`config.mk`:
```
export PLATFORM = sky130hd
export DESIGN_NAME = fp_cmp_minmax_seq_flat
export DESIGN_NICKNAME = d
export VERILOG_FILES = /design/src/rtl/fp_cmp_minmax_seq_if.sv /design/src/rtl/fp_cmp_minmax_seq.sv /design/src/flat_wrapper.sv
export SDC_FILE = /design/constraint.sdc
export NUM_CORES = 1
export LEC_CHECK = 0
export CAP_MARGIN = 5
export CORE_ASPECT_RATIO = 1.4
export CORE_MARGIN = 4
export CORE_UTILIZATION = 45
export CTS_CLUSTER_DIAMETER = 50
export CTS_CLUSTER_SIZE = 30
export DETAILED_ROUTE_END_ITERATION = 10
export PLACE_DENSITY = 0.69
export SYNTH_ARGS = -nofsm -noshare
export SYNTH_HDL_FRONTEND = slang
export SYNTH_SLANG_ARGS = --single-unit
```
`constraint.sdc`:
```
create_clock -name clk -period 7.2 [get_ports clk]
set_clock_uncertainty 0.2 [all_clocks]
set_input_delay 1.08 -clock clk [delete_from_list [all_inputs] [get_ports clk]]
set_output_delay 1.08 -clock clk [all_outputs]
set_load 0.1 [all_outputs]
```
`src/rtl/fp_cmp_minmax_seq_if.sv`:
```
// Element-in / result-out stream bundle for fp_cmp_minmax_seq.
// master: element producer and result consumer; slave: the min/max block.
interface fp_cmp_minmax_seq_if #(
  parameter int IDX_W = 16
);
  logic             in_valid;
  logic             in_ready;
  logic [31:0]      in_data;
  logic             in_last;
  logic             out_valid;
  logic             out_ready;
  logic [31:0]      out_value;
  logic [IDX_W-1:0] out_idx;
  logic             out_nan;

  modport master (
    output in_valid, in_data, in_last, out_ready,
    input  in_ready, out_valid, out_value, out_idx, out_nan
  );

  modport slave (
    input  in_valid, in_data, in_last, out_ready,
    output in_ready, out_valid, out_value, out_idx, out_nan
  );
endinterface

```
`src/rtl/fp_cmp_minmax_seq.sv`:
```
// Running min/max of an IEEE-754 single stream via an external magnitude
// comparator of CMP_LAT cycles latency; reports value, index and NaN flag.
// Ports: clk, rst (async high), mode (0 min / 1 max, sampled on first
// element), io (element/result streams), cmp_a_*/cmp_b_* operand outputs,
// cmp_res comparator result ({A} < {B} unsigned magnitude).
module fp_cmp_minmax_seq #(
  parameter int CMP_LAT = 1,
  parameter int IDX_W   = 16
) (
  input  logic                  clk,
  input  logic                  rst,
  input  logic                  mode,
  fp_cmp_minmax_seq_if.slave    io,
  output logic [7:0]            cmp_a_exp,
  output logic [22:0]           cmp_a_man,
  output logic [7:0]            cmp_b_exp,
  output logic [22:0]           cmp_b_man,
  input  logic                  cmp_res
);

  typedef enum logic [1:0] {
    IDLE,
    ACCEPT,
    WAIT,
    DONE
  } state_e;

  localparam logic [2:0]  WAIT_END = 3'(CMP_LAT);
  localparam logic [31:0] QNAN     = 32'h7FC0_0000;

  state_e           state_q, state_d;
  logic [31:0]      cur_q, cur_d;
  logic [IDX_W-1:0] cur_idx_q, cur_idx_d;
  logic             have_q, have_d;
  logic             nan_q, nan_d;
  logic [IDX_W-1:0] pos_q, pos_d;
  logic [31:0]      x_q, x_d;
  logic [IDX_W-1:0] x_idx_q, x_idx_d;
  logic             last_q, last_d;
  logic             mode_q, mode_d;
  logic [2:0]       wcnt_q, wcnt_d;
  logic             rdy_q, rdy_d;
  logic [30:0]      opa_q, opa_d;
  logic [30:0]      opb_q, opb_d;

  logic xfer;
  logic in_nan;
  logic swap;
  logic same_sign;
  logic both_zero;
  logic repl;
  logic done;

  assign xfer   = io.in_valid & rdy_q;
  assign in_nan = (&io.in_data[30:23]) & (|io.in_data[22:0]);

  // A = current value when ordering must be inverted: max on positives,
  // min on negatives (larger magnitude is the smaller number).
  assign swap = mode_q ^ io.in_data[31];

  assign same_sign = x_q[31] == cur_q[31];
  assign both_zero = ~(|x_q[30:0]) & ~(|cur_q[30:0]);
  assign repl      = same_sign ? cmp_res
                   : (~both_zero & (mode_q ? ~x_q[31] : x_q[31]));

  always_comb begin
    state_d   = state_q;
    cur_d     = cur_q;
    cur_idx_d = cur_idx_q;
    have_d    = have_q;
    nan_d     = nan_q;
    pos_d     = pos_q;
    x_d       = x_q;
    x_idx_d   = x_idx_q;
    last_d    = last_q;
    mode_d    = mode_q;
    wcnt_d    = wcnt_q;
    opa_d     = opa_q;
    opb_d     = opb_q;
    unique case (state_q)
      IDLE: begin
        if (xfer) begin
          mode_d    = mode;
          pos_d     = IDX_W'(1);
          cur_idx_d = '0;
          if (in_nan) begin
            nan_d  = 1'b1;
            have_d = 1'b0;
          end else begin
            cur_d  = io.in_data;
            have_d = 1'b1;
          end
          state_d = io.in_last ? DONE : ACCEPT;
        end
      end
      ACCEPT: begin
        if (xfer) begin
          pos_d = pos_q + IDX_W'(1);
          if (!in_nan && have_q) begin
            x_d     = io.in_data;
            x_idx_d = pos_q;
            last_d  = io.in_last;
            wcnt_d  = '0;
            opa_d   = swap ? cur_q[30:0] : io.in_data[30:0];
            opb_d   = swap ? io.in_data[30:0] : cur_q[30:0];
            state_d = WAIT;
          end else begin
            if (in_nan) begin
              nan_d = 1'b1;
            end else begin
              cur_d     = io.in_data;
              cur_idx_d = pos_q;
              have_d    = 1'b1;
            end
            state_d = io.in_last ? DONE : ACCEPT;
          end
        end
      end
      WAIT: begin
        if (wcnt_q == WAIT_END) begin
          if (repl) begin
            cur_d     = x_q;
            cur_idx_d = x_idx_q;
          end
          state_d = last_q ? DONE : ACCEPT;
        end else begin
          wcnt_d = wcnt_q + 3'd1;
        end
      end
      DONE: begin
        if (io.out_ready) begin
          nan_d   = 1'b0;
          have_d  = 1'b0;
          pos_d   = '0;
          state_d = IDLE;
        end
      end
      default: state_d = IDLE;
    endcase
  end

  // Registered so it stays low throughout reset and rises one edge later.
  assign rdy_d = (state_d == IDLE) | (state_d == ACCEPT);

  always_ff @(posedge clk or posedge rst) begin
    if (rst) begin
      state_q   <= IDLE;
      cur_q     <= '0;
      cur_idx_q <= '0;
      have_q    <= 1'b0;
      nan_q     <= 1'b0;
      pos_q     <= '0;
      x_q       <= '0;
      x_idx_q   <= '0;
      last_q    <= 1'b0;
      mode_q    <= 1'b0;
      wcnt_q    <= '0;
      rdy_q     <= 1'b0;
      opa_q     <= '0;
      opb_q     <= '0;
    end else begin
      state_q   <= state_d;
      cur_q     <= cur_d;
      cur_idx_q <= cur_idx_d;
      have_q    <= have_d;
      nan_q     <= nan_d;
      pos_q     <= pos_d;
      x_q       <= x_d;
      x_idx_q   <= x_idx_d;
      last_q    <= last_d;
      mode_q    <= mode_d;
      wcnt_q    <= wcnt_d;
      rdy_q     <= rdy_d;
      opa_q     <= opa_d;
      opb_q     <= opb_d;
    end
  end

  assign done = state_q == DONE;

  assign io.in_ready  = rdy_q;
  assign io.out_valid = done;
  assign io.out_value = !done ? '0 : (have_q ? cur_q : QNAN);
  assign io.out_idx   = (done & have_q) ? cur_idx_q : '0;
  assign io.out_nan   = done & nan_q;

  assign cmp_a_exp = opa_q[30:23];
  assign cmp_a_man = opa_q[22:0];
  assign cmp_b_exp = opb_q[30:23];
  assign cmp_b_man = opb_q[22:0];

endmodule

```
`src/flat_wrapper.sv`:
```
// flat-port wrapper written by rule: the top's interface ports become plain ports
module fp_cmp_minmax_seq_flat 
#(
  parameter int CMP_LAT = 1,
  parameter int IDX_W   = 16
)
  (clk, rst, mode, cmp_a_exp, cmp_a_man, cmp_b_exp, cmp_b_man, cmp_res, io_in_valid, io_in_data, io_in_last, io_out_ready, io_in_ready, io_out_valid, io_out_value, io_out_idx, io_out_nan);
  fp_cmp_minmax_seq_if #(.IDX_W(IDX_W)) io_i ();
  input  logic clk;
  input  logic rst;
  input  logic mode;
  output logic [7:0] cmp_a_exp;
  output logic [22:0] cmp_a_man;
  output logic [7:0] cmp_b_exp;
  output logic [22:0] cmp_b_man;
  input  logic cmp_res;
  input wire logic [$bits(io_i.in_valid)-1:0] io_in_valid;
  input wire logic [$bits(io_i.in_data)-1:0] io_in_data;
  input wire logic [$bits(io_i.in_last)-1:0] io_in_last;
  input wire logic [$bits(io_i.out_ready)-1:0] io_out_ready;
  output wire logic [$bits(io_i.in_ready)-1:0] io_in_ready;
  output wire logic [$bits(io_i.out_valid)-1:0] io_out_valid;
  output wire logic [$bits(io_i.out_value)-1:0] io_out_value;
  output wire logic [$bits(io_i.out_idx)-1:0] io_out_idx;
  output wire logic [$bits(io_i.out_nan)-1:0] io_out_nan;
  assign io_i.in_valid = io_in_valid;
  assign io_i.in_data = io_in_data;
  assign io_i.in_last = io_in_last;
  assign io_i.out_ready = io_out_ready;
  assign io_in_ready = io_i.in_ready;
  assign io_out_valid = io_i.out_valid;
  assign io_out_value = io_i.out_value;
  assign io_out_idx = io_i.out_idx;
  assign io_out_nan = io_i.out_nan;
  fp_cmp_minmax_seq #(.CMP_LAT(CMP_LAT), .IDX_W(IDX_W)) u_core (.clk(clk), .rst(rst), .mode(mode), .io(io_i), .cmp_a_exp(cmp_a_exp), .cmp_a_man(cmp_a_man), .cmp_b_exp(cmp_b_exp), .cmp_b_man(cmp_b_man), .cmp_res(cmp_res));
endmodule
```
# Word-level counts from Yosys, hierarchy flattened
# Cells that the tools add are included.
dict set report word_totals {
  ff_bits 184
  latchBits 0
  ram_bits 0
  rom_bits 0
  output_inout_bits 113
  n_memories 0
}
dict set report classes {
  add_sub_neg 2
  mul 0
  div 0
  order_cmp 0
  eq_ne 15
  shift 0
  mux 49
  n_bitwise 12
  reduce_logical 19
}
# operator n
set op_table {}
lappend op_table {{32-bit 2-to-1 mux} 8}
lappend op_table {{16-bit 2-to-1 mux} 10}
lappend op_table {{16-bit case mux with 3 select lines} 2}
lappend op_table {{32-bit case mux with 3 select lines} 1}
lappend op_table {{31-bit 2-to-1 mux} 2}
lappend op_table {{31-bit OR reduction} 2}
lappend op_table {{23-bit OR reduction} 1}
lappend op_table {{16-bit by 1-bit adder with 16-bit output (second input constant)} 1}
lappend op_table {{2-bit 2-to-1 mux} 7}
lappend op_table {{1-bit 2-to-1 mux} 12}
lappend op_table {{6-bit AND reduction} 2}
lappend op_table {{2-bit by 1-bit inequality test with 1-bit output (second input constant)} 5}
lappend op_table {{3-bit 2-to-1 mux} 3}
lappend op_table {{2-bit inequality test (second input constant)} 4}
lappend op_table {{2-bit case mux with 4 select lines} 1}
lappend op_table {{4-bit AND reduction} 2}
lappend op_table {{8-bit AND reduction} 1}
lappend op_table {{7-bit AND reduction} 1}
lappend op_table {{1-bit AND} 6}
lappend op_table {{1-bit case mux with 3 select lines} 2}
lappend op_table {{3-bit case mux with 2 select lines} 1}
lappend op_table {{3-bit nonzero test} 2}
lappend op_table {{5-bit AND reduction} 1}
lappend op_table {{2-bit by 1-bit == test with 1-bit output (second input constant)} 2}
lappend op_table {{13 further kinds} 18}

# Longest topological paths before layout
# Gate-level depths: netlist (run 1).
dict set report logic_depth {
  ltp_word 9
  depth_mapped 10
}

# Least setup slack after synthesis (run 1)
# OpenSTA, ideal clock, no wires.
dict set report synth_timing {
  path_kind {register -> output}
  start {reg u_core.state_q[1]}
  end {out io_out_value[29]}
  t_arrival_ns 3.808
  required_time_ns 5.920
  path_slack_ns 2.112
  path_stages_with_launch 4
  n_path_buf 1
  cell_sequence {dfrtp_1 -> ha_1 -> clkbuf_1 -> a21boi_0}
}
dict set report synth_between {
  elab_chain_cells 2
}
# element line_no
set synth_rtl {}
lappend synth_rtl {{start: declaration} fp_cmp_minmax_seq.sv:31} ;# state_e state_q, state_d;
lappend synth_rtl {{start signal: assignment} fp_cmp_minmax_seq.sv:162} ;# state_q <= state_d;
lappend synth_rtl {{2-bit == test} fp_cmp_minmax_seq.sv:179} ;# assign done = state_q == DONE;
lappend synth_rtl {{via io_out_valid} flat_wrapper.sv:22} ;# output wire logic [$bits(io_i.out_valid)-1:0] io_out_valid;
lappend synth_rtl {{32-bit 2-to-1 mux} fp_cmp_minmax_seq.sv:183} ;# assign io.out_value = !done ? '0 : (have_q ? cur_q : QNAN);
lappend synth_rtl {{end: declaration} flat_wrapper.sv:23} ;# output wire logic [$bits(io_i.out_value)-1:0] io_out_value;
# The timed path passes the listed nets, and every way through them passes these cells.

# Final worst setup path (run 1)
dict set report layout_timing {
  start {reg u_core.state_q[1]}
  end {out io_out_value[30]}
}
dict set report layout_between {
  elab_chain_cells 2
}
# element line_no
set layout_rtl {}
lappend layout_rtl {{2-bit == test} fp_cmp_minmax_seq.sv:179}
lappend layout_rtl {{32-bit 2-to-1 mux} fp_cmp_minmax_seq.sv:183}
# No other way between the ends.

==> results of run 1 <==
## sequential cells by signal, indices dropped and copies added (netlist names)
| signal | flops |
|---|---|
| u_core.cur_idx_q | 16 |
| u_core.io.in_ready | 1 |
| u_core.wcnt_q | 3 |
| u_core.mode_q | 1 |
| u_core.nan_q | 1 |
| u_core.opa_q | 31 |
| u_core.opb_q | 31 |
| u_core.x_q | 32 |
| u_core.have_q | 1 |
| u_core.cur_q | 32 |
| u_core.last_q | 1 |
| u_core.state_q | 2 |
| u_core.x_idx_q | 16 |
| u_core.pos_q | 16 |
## per-layer routing
| metal | vias to the layer above | wire length [µm] | GRT usage [%] | share of wire [%] |
|---|---|---|---|---|
| li1 | 3161 | - | - | - |
| met5 | - | 0 | 0 | 0 |
| met4 | 0 | 534 | 6.99 | 2.3 |
| met3 | 33 | 975 | 3.33 | 4.1 |
| met1 | 3319 | 10200 | 28.5 | 43 |
| met2 | 172 | 11900 | 36.8 | 50 |
## placed cells by master (no fill, tap or decap), types with 4 or more instances in the layout
master / n
dfrtp_1: 184
clkdlybuf4s50_1: 151
nand2_1: 83
mux2i_1: 65
o21ai_1: 49
and3_1: 43
mux2_4: 40
mux2_1: 31
mux2_2: 28
nor2_1: 28
o21ai_0: 26
nor4_1: 21
a21oi_1: 21
o2bb2ai_1: 17
clkbuf_16: 17
a22oi_1: 16
nand3_1: 15
inv_1: 13
buf_4: 11
nand4_1: 7
a21boi_0: 7
xor2_1: 7
ha_1: 6
clkinvlp_4: 6
inv_6: 5
o21a_1: 4
## cell usage after synthesis (all sizes together) (7+ instances only)
master,number,area [µm²]
a21boi,7,52.6
a21oi,21,105
a22oi,16,120
and3,43,269
buf,29,198
clkbuf,26,97.6
dfrtp,184,4600
ha,7,87.6
inv,14,52.6
mux2,99,1260
mux2i,65,651
nand2,83,312
nand3,15,75.1
nand4,8,56.3
nor2,28,105
nor4,21,131
o21ai,77,393
o2bb2ai,17,149
xor2,8,70.1
## worst max path at each step
| stage | slack [ps] | cells after the start | to | from |
|---|---|---|---|---|
| 6_report | 2340 | 4 | io_out_value[30] | u_core.state_q[1] |
| 5_1_grt | 2190 | 4 | io_out_value[30] | u_core.state_q[1] |
| 4_1_cts | 2330 | 4 | io_out_value[30] | u_core.state_q[1] |
| 3_5_place_dp | 2610 | 7 | u_core.x_idx_q[11] | io_in_data[16] |
| 3_3_place_gp | 2660 | 7 | u_core.x_idx_q[11] | io_in_data[16] |
| 2_1_floorplan | 920 | 1 | u_core.cur_idx_q[0] | rst |
## cell families (layout without fill, tap and decap cells)
logic type                 count (synthesis)  count (layout)  share of synthesized area, %
and+or+nand+nor                          215             215                          11.6
DFF                                      184             184                          50.5
muxes                                    164             164                          21.0
AOI/OAI and AO/OA                        160             160                          11.1
buffers and inverters                     69             207                          3.82
xor gates and xnor gates                  10              10                         0.961
adders and majority gates                  7               7                         0.961
## worst max-delay path, delay by kind of cell (launching register included)
family                   cells  cell delay [ps]
buffers and inverters        2             1650
flip-flops                   1              430
AO/OA/AOI/OAI                1              380
adder cells (fa/ha/maj)      1              680
## final cells by class
cell class / instances / area [µm²] / area share (%)
Clock buffer: 17 / 425 / 3.75
Multi-Input combinational cell: 556 / 4210 / 37.1
Inverter: 14 / 57.6 / 0.507
Timing Repair Buffer: 162 / 1590 / 14.1
Tap cell: 252 / 315 / 2.78
Clock inverter: 14 / 143 / 1.26
Sequential cell: 184 / 4600 / 40.6
## stage by stage
| stage | area (µm²) | setup slack [ps] | instances |
|---|---|---|---|
| 2_1_floorplan | 9110 | 920 | 809 |
| 3_3_place_gp | 10800 | 2660 | 1168 |
| 3_5_place_dp | 10800 | 2610 | 1168 |
| 4_1_cts | 11300 | 2330 | 1199 |
| 5_1_grt | 11300 | 2190 | 1199 |
| 6_report | 11300 | 2340 | 1199 |
==> flow_summary_export.csv, run 1 <==
group,metric,value,unit
outcome,status,"completed",
place,gp_congestion,0.807,
hold_path,min_path_type,"register to register",
timing,slew_viol_final,0,
drt,final_antenna_net_count,0,
clock_network,clockRootBuffer,"clkbuf_16",
clock_network,cts.clk_slew.worst_paths,70,ps
clock_network,post_cts_resized,0,
clock_network,cts_post_setup_buffers_inserted,0,
finish,n_antenna_cell,0,
floorplanning,rows,61,
hold_path,hold_start,"u_core.opa_q[10]",
finish,post-route-util,56.9,%
clock_network,cts_max_path_buffers,2,
timing,tns,0,ps
worst_setup_path,crit_chain,"ha_1 > buf_4 > a21boi_0 > clkdlybuf4s50_1",
clock_network,cts_hold_buf,0,
logic_synthesis,ys_seq_area_share,50.5,%
timing,tightestPinTransition,1140,ps
timing,fin_crit_sh,67.5,%
logic_synthesis,syn-num-nets,855,
worst_setup_path,path_class,"register to primary output",
global_route,grt_max_degree,90,
worst_setup_path,rr_endpoint,"u_core.pos_q[13]",
worst_setup_path,worst_path_largest_cell_delay,1210,ps
floorplanning,pin_count,152,
floorplanning,core,0.0199,mm²
floorplanning,fp.dieH,176,µm
flow_run,cap_viol_max_count,0,
timing,fin_crit,4860,ps
timing,report.final.hold_viol_count,0,
timing,setup_viol,0,
drt,drt-initial-drc-count,405,
finish,fin_nets,981,
logic_synthesis,synthDistinctLibCells,49,
place,dp_hpwl,16200,µm
logic_synthesis,synth_ff_type,"dfrtp_1",
drt,via_count,6685,
clock_network,cts_buffers,17,
logic_synthesis,ys_async_sr_fraction,100,%
drt,vias_per_cell,5.58,
drt,drc,0,
worst_setup_path,crit_fanout,31,
global_route,grt_use_total,21.7,%
clock_network,cts_tree,"built",
worst_setup_path,crit_path_start_kind,"register",
drt,drt_wl_total,23700,µm
global_route,first_global_vias,7023,
global_route,grt_antenna_before_repair,0,
worst_setup_path,critical_path.endpoint_type,"primary output",
timing,rsz0062_at_grt,"no",
worst_setup_path,cp.arrival,3580,ps
timing,max_freq,0.206,GHz
floorplanning,start_util,45.7,%
place,numPortBuffers,151,
clock_network,insertion_delay,430,ps
finish,syn2layout_area_growth,24.5,%
worst_setup_path,r2r-start,"u_core.state_q[1]",
logic_synthesis,syn_area,0.00911,mm²
global_route,grt_first_pass_wirelength,39000,µm
drt,avgRoutedWirePerCell,19.7,µm
floorplanning,die_x,128,µm
floorplanning,die-area,0.0226,mm²
logic_synthesis,ys_ff_latch,184,
logic_synthesis,synthCells,809,
clock_network,htree_levels,4,
global_route,grt-ovfl-total,0,
hold_path,worstHoldEndpoint,"u_core.opa_q[10]",
drt,first_pass_iters,5,
worst_setup_path,cpMaxStageDelayCell,"clkdlybuf4s50_1",
logic_synthesis,ys_warn_count,0,
finish,final_layout_size_suffix_gt1_share,12.9,%
timing,hold_ws,281,ps
logic_synthesis,avgSynthCellArea,11.3,µm²
worst_setup_path,rr_worst_depth,8,
logic_synthesis,synth_edf_count,0,
worst_setup_path,cp.required,5920,ps
timing,slew_headroom,23.6,%
clock_network,cts.sinks,184,
finish,nFillCells,1710,
worst_setup_path,r2r_slack,3530,ps
hold_path,min_delay_path_depth,2,
Power of run 1 is not shown: default switching activity piles up to over one toggle a cycle in this logic, so the estimate is an artifact.
==> run 2: changes to the inputs <==
==> constraint.sdc (replaced) <==
create_clock -name clk -period 4.96 [get_ports clk]
set_clock_uncertainty 0.2 [all_clocks]
set_input_delay 0.744 -clock clk [delete_from_list [all_inputs] [get_ports clk]]
set_output_delay 0.744 -clock clk [all_outputs]
set_load 0.1 [all_outputs]
==> flow_summary_export.csv, run 2 (synthesized netlist as in run 1, its figures left out) <==
group,metric,value,unit
clock_network,cts_hold_buf,0,
hold_path,min_delay_path_depth,2,
floorplanning,pin_count,152,
place,gp_congestion,0.769,
flow_run,cap_viol_max_count,0,
timing,setup_ws,1500,ps
floorplanning,fp.dieH,176,µm
clock_network,cts.sinks,184,
place,place_ws,995,ps
place,dp_hpwl,16200,µm
clock_network,cts.clk_slew.worst_paths,80,ps
timing,slew_viol_final,0,
finish,regArea,0.00460,mm²
finish,final_layout_size_suffix_gt1_share,18.3,%
floorplanning,die_x,128,µm
worst_setup_path,r2r_slack,1780,ps
outcome,status,"completed",
finish,fin_nets,982,
timing,tns,0,ps
drt,drt-initial-drc-count,408,
worst_setup_path,cpMaxStageDelayCell,"clkdlybuf4s50_1",
worst_setup_path,r2r-start,"u_core.state_q[0]",
finish,final_common_cell,"dfrtp_1",
timing,tightestPinTransition,1180,ps
worst_setup_path,crit_path_start_kind,"input port",
timing,report.final.hold_viol_count,0,
timing,slew_headroom,21.2,%
place,numPortBuffers,151,
worst_setup_path,crit_chain,"clkdlybuf4s50_1 > nor4_1 > nand4_1 > o21ai_2 > a221oi_2 > o21ai_4 > buf_4 > mux2_1",
clock_network,htree_levels,4,
clock_network,cts_post_setup_buffers_inserted,0,
clock_network,cts_buffers,17,
drt,first_pass_iters,5,
drt,avgRoutedWirePerCell,19.8,µm
finish,n_antenna_cell,0,
global_route,first_global_vias,6960,
worst_setup_path,cp.required,5080,ps
clock_network,clockRootBuffer,"clkbuf_16",
clock_network,post_cts_resized,0,
timing,setup_viol,0,
floorplanning,core,0.0199,mm²
timing,max_freq,0.289,GHz
timing,fin_crit_sh,69.8,%
hold_path,worstHoldEndpoint,"u_core.opa_q[11]",
drt,via_count,6710,
worst_setup_path,path_buf_inv,2,
clock_network,cts_max_path_buffers,2,
global_route,grt_use_total,21.2,%
timing,rsz0062_at_grt,"no",
global_route,grt_first_pass_wirelength,37700,µm
hold_path,hold_start,"u_core.opa_q[11]",
worst_setup_path,rr_endpoint,"u_core.cur_q[9]",
timing,fin_crit,3460,ps
finish,nFillCells,1756,
clock_network,insertion_delay,430,ps
floorplanning,die-area,0.0226,mm²
hold_path,min_path_type,"register to register",
finish,top_regs,"u_core.cur_q x32, u_core.x_q x32",
drt,final_antenna_net_count,0,
global_route,grt_antenna_before_repair,0,
clock_network,cts_tree,"built",
drt,drc,0,
worst_setup_path,crit_fanout,26,
worst_setup_path,cp.arrival,3580,ps
floorplanning,start_util,45.7,%
global_route,grt_max_degree,185,
worst_setup_path,path_class,"input port to register",
worst_setup_path,worst_path_largest_cell_delay,500,ps
finish,multi_input_area,0.00421,mm²
worst_setup_path,rr_worst_depth,8,
worst_setup_path,cp_top_family,"compound AO/OA/AOI/OAI gates",
drt,vias_per_cell,5.59,
worst_setup_path,critical_path.endpoint_type,"register",
finish,post-route-util,56.5,%
finish,syn2layout_area_growth,23.5,%
global_route,grt-ovfl-total,0,
floorplanning,rows,61,
finish,mostFrequentLayoutCells,"dfrtp_1 (184), clkdlybuf4s50_1 (101), nand2_1 (83)",
drt,drt_wl_total,23800,µm
==> run 2: cell type report <==
class | count | share of cell area [%]
multi-input cells | 556 | 37.4
clock buffers | 18 | 3.90
flip-flops and latches | 184 | 40.9
inverters | 14 | 0.500
repair buffers | 163 | 13.2
clock inverters | 14 | 1.30
well taps | 252 | 2.80
==> run 2: worst max path at each step <==
stage,from,slack [ps],depth (start not counted),to
floorplan,u_core.state_q[1],210,3,io_out_value[29]
CTS,io_in_data[16],1460,8,u_core.cur_q[9]
finish,io_in_data[16],1500,8,u_core.cur_q[9]
detailed placement,io_in_data[16],1000,8,u_core.cur_q[9]
global placement,io_in_data[16],1040,8,u_core.cur_q[5]
global route,io_in_data[16],1390,7,u_core.x_q[0]
==> run 2: through the flow <==
| step | hold WS, ps | cells | area (µm²) |
|---|---|---|---|
| 6_report | 280 | 1201 | 11300 |
| 4_1_cts | 287 | 1201 | 11300 |
| 5_1_grt | 306 | 1201 | 11300 |
| 3_5_place_dp | 265 | 1169 | 10700 |
| 2_1_floorplan | 248 | 809 | 9120 |
| 3_3_place_gp | 263 | 1169 | 10700 |
==> run 2: worst min-delay path, stage by stage, from the launching register on <==
cell and delay [ps]:
dfrtp_1 340, nand2_1 50, o21ai_0 60
==> run 2: layer usage <==
layer	routed length, µm	GRT usage (%)	up-vias
li1	-	-	3167
met1	10200	26.9	3337
met2	12000	36.5	173
met3	985	3.75	33
met4	536	6.90	0
met5	0	0	-
Power of run 2 is left out for the same reason.
